**config.mk**
```make
export PLATFORM = sky130hd
export DESIGN_NAME = seq_ctrl_fsm
export DESIGN_NICKNAME = d
export VERILOG_FILES = /design/src/rtl/seq_ctrl_fsm.sv
export SDC_FILE = /design/constraint.sdc
export NUM_CORES = 1
export LEC_CHECK = 0
export CAP_MARGIN = 20
export CORE_MARGIN = 3
export CORE_UTILIZATION = 45
export DETAILED_ROUTE_END_ITERATION = 10
export MAX_ROUTING_LAYER = met4
export PLACE_DENSITY = 0.73
export SYNTH_ARGS = -nofsm -noshare
export SYNTH_HDL_FRONTEND = slang
export SYNTH_SLANG_ARGS = --single-unit
```
**constraint.sdc**
```tcl
create_clock -name clk -period 8.1 [get_ports clk]
set_input_delay 1.62 -clock clk [delete_from_list [all_inputs] [get_ports clk]]
set_output_delay 1.62 -clock clk [all_outputs]
set_load 0.01 [all_outputs]
```
**src/rtl/seq_ctrl_fsm.sv**
```systemverilog
// Phase/step sequencer: init, check, exchange, pre-loop, loop, end.
// Optional state injection for test under macro SEQ_CTRL_SCAN_EN.
module seq_ctrl_fsm #(
  parameter int INIT_LEN  = 4,
  parameter int CHECK_LEN = 8,
  parameter int EXCH_LEN  = 3,
  parameter int PRE_LEN   = 2,
  parameter int LOOP_LEN  = 11,
  parameter int LOOP_MID  = 5,
  parameter int END_LEN   = 2,
  parameter int ITER_W    = 8
) (
  input  logic              clk,
  input  logic              reset,
  input  logic              load,
  input  logic              flag_z1,
  input  logic              flag_s1,
  input  logic              scan_en,
  input  logic [2:0]        scan_phase,
  input  logic [3:0]        scan_step,
  output logic [2:0]        phase,
  output logic [3:0]        step,
  output logic              busy,
  output logic              done,
  output logic              err,
  output logic [ITER_W-1:0] iter
);

  typedef enum logic [2:0] {
    P_IDLE  = 3'd0,
    P_INIT  = 3'd1,
    P_CHECK = 3'd2,
    P_EXCH  = 3'd3,
    P_PRE   = 3'd4,
    P_LOOP  = 3'd5,
    P_END   = 3'd6,
    P_ERR   = 3'd7
  } phase_e;

  phase_e            ph_q, ph_d;
  logic [3:0]        st_q, st_d;
  logic [ITER_W-1:0] it_q, it_d;
  logic              err_q, err_d;
  logic              done_q, done_d;
  logic              busy_q, busy_d;
  logic [3:0]        len;
  logic              last;
  logic              illegal;
  logic              inc;

  // IDLE and ERR are single-step phases
  always_comb begin
    len = 4'd1;
    case (ph_q)
      P_INIT:  len = 4'(INIT_LEN);
      P_CHECK: len = 4'(CHECK_LEN);
      P_EXCH:  len = 4'(EXCH_LEN);
      P_PRE:   len = 4'(PRE_LEN);
      P_LOOP:  len = 4'(LOOP_LEN);
      P_END:   len = 4'(END_LEN);
      default: len = 4'd1;
    endcase
  end

  assign last    = (st_q == len - 4'd1);
  assign illegal = (st_q >= len);

  always_comb begin
    ph_d   = ph_q;
    st_d   = st_q + 4'd1;
    it_d   = it_q;
    err_d  = err_q;
    done_d = 1'b0;
    inc    = 1'b0;
    if (illegal) begin
      ph_d = P_IDLE;
      st_d = 4'd0;
    end else begin
      unique case (ph_q)
        P_IDLE: begin
          st_d = 4'd0;
          if (load) begin
            ph_d  = P_INIT;
            it_d  = '0;
            err_d = 1'b0;
          end
        end
        P_INIT: begin
          if (last) begin
            ph_d = flag_s1 ? P_IDLE : P_CHECK;
            st_d = 4'd0;
          end
        end
        P_CHECK: begin
          if (st_q[0] && flag_z1) begin
            ph_d = P_END;
            st_d = 4'd0;
          end else if (last) begin
            ph_d = flag_s1 ? P_EXCH : P_PRE;
            st_d = 4'd0;
          end
        end
        P_EXCH: begin
          if (last) begin
            ph_d = P_PRE;
            st_d = 4'd0;
          end
        end
        P_PRE: begin
          if (last) begin
            ph_d = P_LOOP;
            st_d = 4'd0;
          end
        end
        P_LOOP: begin
          if (st_q == 4'(LOOP_MID)) begin
            inc = !flag_z1;
          end else if (last) begin
            if (flag_z1) begin
              ph_d = P_END;
              st_d = 4'd0;
            end else begin
              inc = 1'b1;
            end
          end
        end
        P_END: begin
          if (last) begin
            ph_d   = P_IDLE;
            st_d   = 4'd0;
            done_d = 1'b1;
          end
        end
        P_ERR: begin
          ph_d = P_IDLE;
          st_d = 4'd0;
        end
      endcase
    end

    // iter saturates: overflow diverts to ERR instead of wrapping
    if (inc) begin
      st_d = 4'd0;
      if (&it_q) begin
        ph_d  = P_ERR;
        err_d = 1'b1;
      end else begin
        ph_d = P_LOOP;
        it_d = it_q + ITER_W'(1);
      end
    end

`ifdef SEQ_CTRL_SCAN_EN
    if (scan_en) begin
      ph_d   = phase_e'(scan_phase);
      st_d   = scan_step;
      it_d   = it_q;
      err_d  = err_q;
      done_d = 1'b0;
    end
`endif

    busy_d = (ph_d != P_IDLE) && (ph_d != P_ERR);
  end

`ifndef SEQ_CTRL_SCAN_EN
  logic unused_scan;
  assign unused_scan = ^{scan_en, scan_phase, scan_step};
`endif

  always_ff @(posedge clk or negedge reset) begin
    if (!reset) begin
      ph_q   <= P_IDLE;
      st_q   <= 4'd0;
      it_q   <= '0;
      err_q  <= 1'b0;
      done_q <= 1'b0;
      busy_q <= 1'b0;
    end else begin
      ph_q   <= ph_d;
      st_q   <= st_d;
      it_q   <= it_d;
      err_q  <= err_d;
      done_q <= done_d;
      busy_q <= busy_d;
    end
  end

  assign phase = ph_q;
  assign step  = st_q;
  assign iter  = it_q;
  assign err   = err_q;
  assign done  = done_q;
  assign busy  = busy_q;

endmodule

```
After elaboration in Yosys (flattened, before gate mapping) --
Cells that the tools add are included.
Operators by class: order comparisons 1, bitwise gates (word level) 0, $add $sub $neg 3, multiplexer cells 43, equality and inequality tests 10, reduce and logical (&&, ||, !) cells 9, div/mod/pow operators 0, $mul 0, shift-type cells 0
Operators with widths (number):
- 2-to-1 mux 8 bit | 5
- 2-to-1 mux 3 bit | 13
- 2-to-1 mux 4 bit | 7
- case mux 3 bit (8 select lines) | 1
- case mux 4 bit (5 select lines) | 1
- case mux 4 bit (4 select lines) | 1
- 2-to-1 mux 1 bit | 13
- equality test 3 bit (second input constant) | 4
- adder 8 x 1 -> 8 bit (second input constant) | 1
- AND reduction 8 bit | 1
- equality test 3 x 2 -> 1 bit (second input constant) | 2
- adder 4 x 1 -> 4 bit (second input constant) | 1
- equality test 4 x 3 -> 1 bit (second input constant) | 1
- equality test 4 bit | 1
- >= comparator 4 bit | 1
- 2-to-1 mux 2 bit | 2
- OR reduction 2 bit | 2
- OR reduction 4 bit | 1
- subtractor 4 x 1 -> 4 bit (second input constant) | 1
- equality test 3 x 1 -> 1 bit (second input constant) | 1
- zero test 3 bit | 1
- != test 3 bit (second input constant) | 1
- nonzero test 3 bit | 1
- logical AND 1 bit | 2
- zero test 1 bit | 1
Storage, ports and cells: ROM bits 0, latch bits 0, memories kept 0, output and inout port bits 18, RAM bits 0, word-level logic and storage cells 72, register bits 18

Logic depth before layout (Yosys ltp) --
word-level depth 12, mapped depth 12, gate-level depth less buffers 9

Least setup slack after synthesis --
No wires, ideal clock.
path type flip-flop to flip-flop, start register ph_q[0] (netlist: phase[0]), end register it_q[2] (netlist: iter[2]), data arrival time 2841 ps, period minus slack after synthesis 2970 ps, setup slack 5130 ps, stages on the path, launching flop included 13, library setup time 129 ps, required time 7971 ps, path buffers 3, cell sequence dfrtp_1 > buf_4 > clkbuf_1 > or3_1 > nand2_1 > ha_1 > nand2b_1 > a21o_1 > a31o_2 > or4_1 > clkbuf_1 > o211ai_1 > o31ai_1
On the way: cells in the longest elaborated chain, start to end 10
RTL lines:
- start: declaration | line 40 | phase_e ph_q, ph_d;
- start signal: assignment | line 180 | ph_q <= ph_d;
- equality test 3 bit | line 54 | case (ph_q)
- OR reduction 2 bit (no source line)
- case mux 4 bit (5 select lines) | line 54
- subtractor 4 x 1 -> 4 bit | line 65 | assign last = (st_q == len - 4'd1);
- equality test 4 bit | line 65
- 2-to-1 mux 1 bit | line 118 | end else if (last) begin
- 2-to-1 mux 1 bit | line 116 | if (st_q == 4'(LOOP_MID)) begin
- 2-to-1 mux 1 bit | line 79 | unique case (ph_q)
- 2-to-1 mux 1 bit | line 75 | if (illegal) begin
- 2-to-1 mux 8 bit * | line 142 | if (inc) begin
- net it_d[2] | line 42 | logic [ITER_W-1:0] it_q, it_d;
- end signal: assignment | line 182 | it_q <= it_d;
- end: declaration | line 42
Mark *: on every way through the listed nets, which the timed path passes. The rest lies on a longest branch.

Worst setup path in the final report --
start register ph_q[2] (netlist: phase[2]), end register it_q[7] (netlist: iter[7])
Same word-level chain as after synthesis.

==> impl_metrics.yaml <==
status:
  status: "completed"
placement:
  portBuffers: 22
  postPlaceCellArea_sq_um: 1567
  dp_slack_ps: 4644
  gp_congestion: 0.8543
  place_inst: 192
  post-dp-hpwl_um: 2368
global_route:
  grt_pass1_vias: 1148
  antenna_found_initial: 0
  grt_pass1_wl_um: 5347
  grt_remaining_overflow: 0
  grt_max_degree: 22
  track_usage: 0.1982
setup_path:
  critPathKind: "flip-flop to flip-flop"
  crit_arrival_ps: 3730
  cp.buffers_inverters: 0
  path_cells: "or3_1 -> nand2_1 -> ha_1 -> nand2b_1 -> a21o_1 -> a31oi_1 -> o2111ai_2 -> nor4_2 -> mux2i_1"
  critPathMaxFanout: 19
  critPathSlowestCell: "dfrtp_1"
  cpPeakStageDelay_ps: 640
  crit_path_end_kind: "flip-flop"
  required_ps: 8330
  cpLargestDelayFamily: "compound AO/OA/AOI/OAI gates"
  cp-start-kind: "flip-flop"
hold_path:
  hp-class: "flip-flop to flip-flop"
timing:
  fin_ws_ps: 4595
  holdWs_ps: 488.8
  maxSlewViolCount: 0
  period_needed_ps: 3505
  relSlewSlack: 0.4363
  clock_skew_ps: 15.75
  post-route-period-util: 0.4327
  worstMarginPinSlew_ps: 842.9
  finalSetupViolCount: 0
  hold_viol: 0
  fin_tns_setup_ps: 0
  rsz0062_at_grt: "no"
  clock.fmax_ghz: 0.2853
detailed_routing:
  drc_errors: 0
  drt_iter0_drc: 72
  detail_route.first_pass.iterations: 4
  routed_wl_um: 3223
  vias: 1216
  avgRoutedWirePerCell_um: 16.44
  ant_nets: 0
  avgViaCountPerCell: 6.204
clock_tree:
  numCtsBuffers: 3
  h-tree-depth: 1
  cts.sinks: 18
  cts_tree: "done"
  cts_hold_buf: 0
  cts.clk_slew.worst_paths_ps: 120
  post_cts_buffers: 0
  cts_buffer_depth: 2
  root_buffer: "clkbuf_4"
  clock_latency_ps: 300
  ctsResizeCount: 0
floorplanning:
  io_pins: 31
  start_util: 0.4799
  rows: 19
  fp.coreArea_sq_um: 2805
  dieHeight_um: 60.70
  die_area_sq_um: 3684
  fp.dieW_um: 60.70
synthesis:
  syn_area_sq_um: 1346
  netlist_instances: 146
  syn-mean-instance-area_sq_um: 9.221
  ys_types: 50
  synth_warnings: 0
  synth_seq_cells: 18
  synth.yosys.seq_area_share: 0.3346
  syn_nets: 166
cells_and_area:
  area_growth_pct: 19.05
  layoutNonFillerInstCount: 196
  final_nets: 186
  final_area_sq_um: 1603
  final_common_cell: "clkdlybuf4s50_1"
  drive_gt1_frac: 0.09091
  final_cell_mix: "22 x clkdlybuf4s50_1, 18 x dfrtp_1, 12 x nand2_1"
  n_antenna_cell: 0
job:
  maxCapViolations: 0
power_and_ir_drop:
  p_leak_nw: 0.6349
  power_density_nw_per_um2: 247.4
  vdd_drop_max_mv: 0.1124
registers in the layout, summed over array words and instances (netlist names):
name and count:
busy 1, phase 3, iter 8, err 1, done 1, step 4
synthesized netlist by cell type, drive strengths merged:
cell type	n	area share
a2bb2oi	1	0.011
or3	3	0.018
o211ai	9	0.054
a221o	1	0.0074
nand3	7	0.026
inv	8	0.022
a221oi	2	0.026
nand2b	3	0.014
and2	1	0.0046
mux2i	3	0.022
o31ai	3	0.017
and3	1	0.0046
nand2	12	0.033
nor3b	1	0.014
a21boi	4	0.022
buf	4	0.020
nor4	2	0.014
dfrtp	18	0.33
nor2	8	0.022
a311oi	2	0.013
a31o	1	0.0065
xor2	2	0.013
nand4	1	0.0046
a31oi	2	0.0093
a21oi	5	0.019
o22ai	1	0.0046
a211oi	2	0.015
o21ai	6	0.022
xnor2	2	0.013
nor2b	4	0.019
ha	7	0.065
mux2	1	0.0084
nand3b	2	0.014
a21o	3	0.017
or4	1	0.0056
nor3	7	0.030
clkbuf	3	0.0084
o221a	1	0.0084
o2111ai	2	0.018
per-layer routing:
layer  global-route usage  routed length (um)  share of wire  up-vias
met3              0.02979                 136          0.042        2
met1               0.2695                1515           0.47      592
met5                    -                   0              0        -
met4              0.06502                  21         0.0065        0
li1                     -                   -              -      586
met2               0.3023                1550           0.48       36
through the flow:
| stage | power, W | util |
|---|---|---|
| finish | 0.0003965 | 0.5714 |
| global route | 0.0004253 | 0.5714 |
| detailed placement | 0.0003415 | 0.5584 |
| CTS | 0.0003977 | 0.5714 |
| floorplan | 0.0002799 | - |
| global placement | 0.0003362 | 0.5584 |
kinds of logic after synthesis:
group	after synthesis	synth area share
xor gates and xnor gates	4	0.02603
AOI/OAI and AO/OA	45	0.2695
buffers and inverters	15	0.05111
muxes	4	0.03067
DFF	18	0.3346
adders and majority gates	7	0.06505
and+or+nand+nor	53	0.2231
layout make-up:
class | instances | area (sq um)
Inverter | 8 | 30.03
Clock buffer | 4 | 36.28
Timing Repair Buffer | 22 | 220.2
Tap cell | 31 | 38.79
Fill cell | 262 | 1202
Sequential cell | 18 | 450.4
Multi-Input combinational cell | 113 | 827.0
where the power goes:
| part | total [W] | internal [W] | leakage [nW] | switching, W |
|---|---|---|---|---|
| sequential | 0.000131 | 0.000100 | 0.244 | 0.0000307 |
| clock | 0.0000563 | 0.0000274 | 0.0210 | 0.0000289 |
| combinational | 0.000209 | 0.0000881 | 0.370 | 0.000121 |
final timing paths:
| path | endpoint | from | slack (ps) | cells after the start |
|---|---|---|---|---|
| worst max-delay path | iter[7] | phase[2] | 4590 | 9 |
| worst min-delay path | err | err | 490 | 1 |
| worst max register to register | iter[7] | phase[2] | 4590 | 9 |
| worst min register to register | err | err | 490 | 1 |
| max in group asynchronous | done | reset | 5770 | 1 |
| min in group asynchronous | phase[0] | reset | 1790 | 1 |
Note: power is estimated with default switching activity, not from simulation.
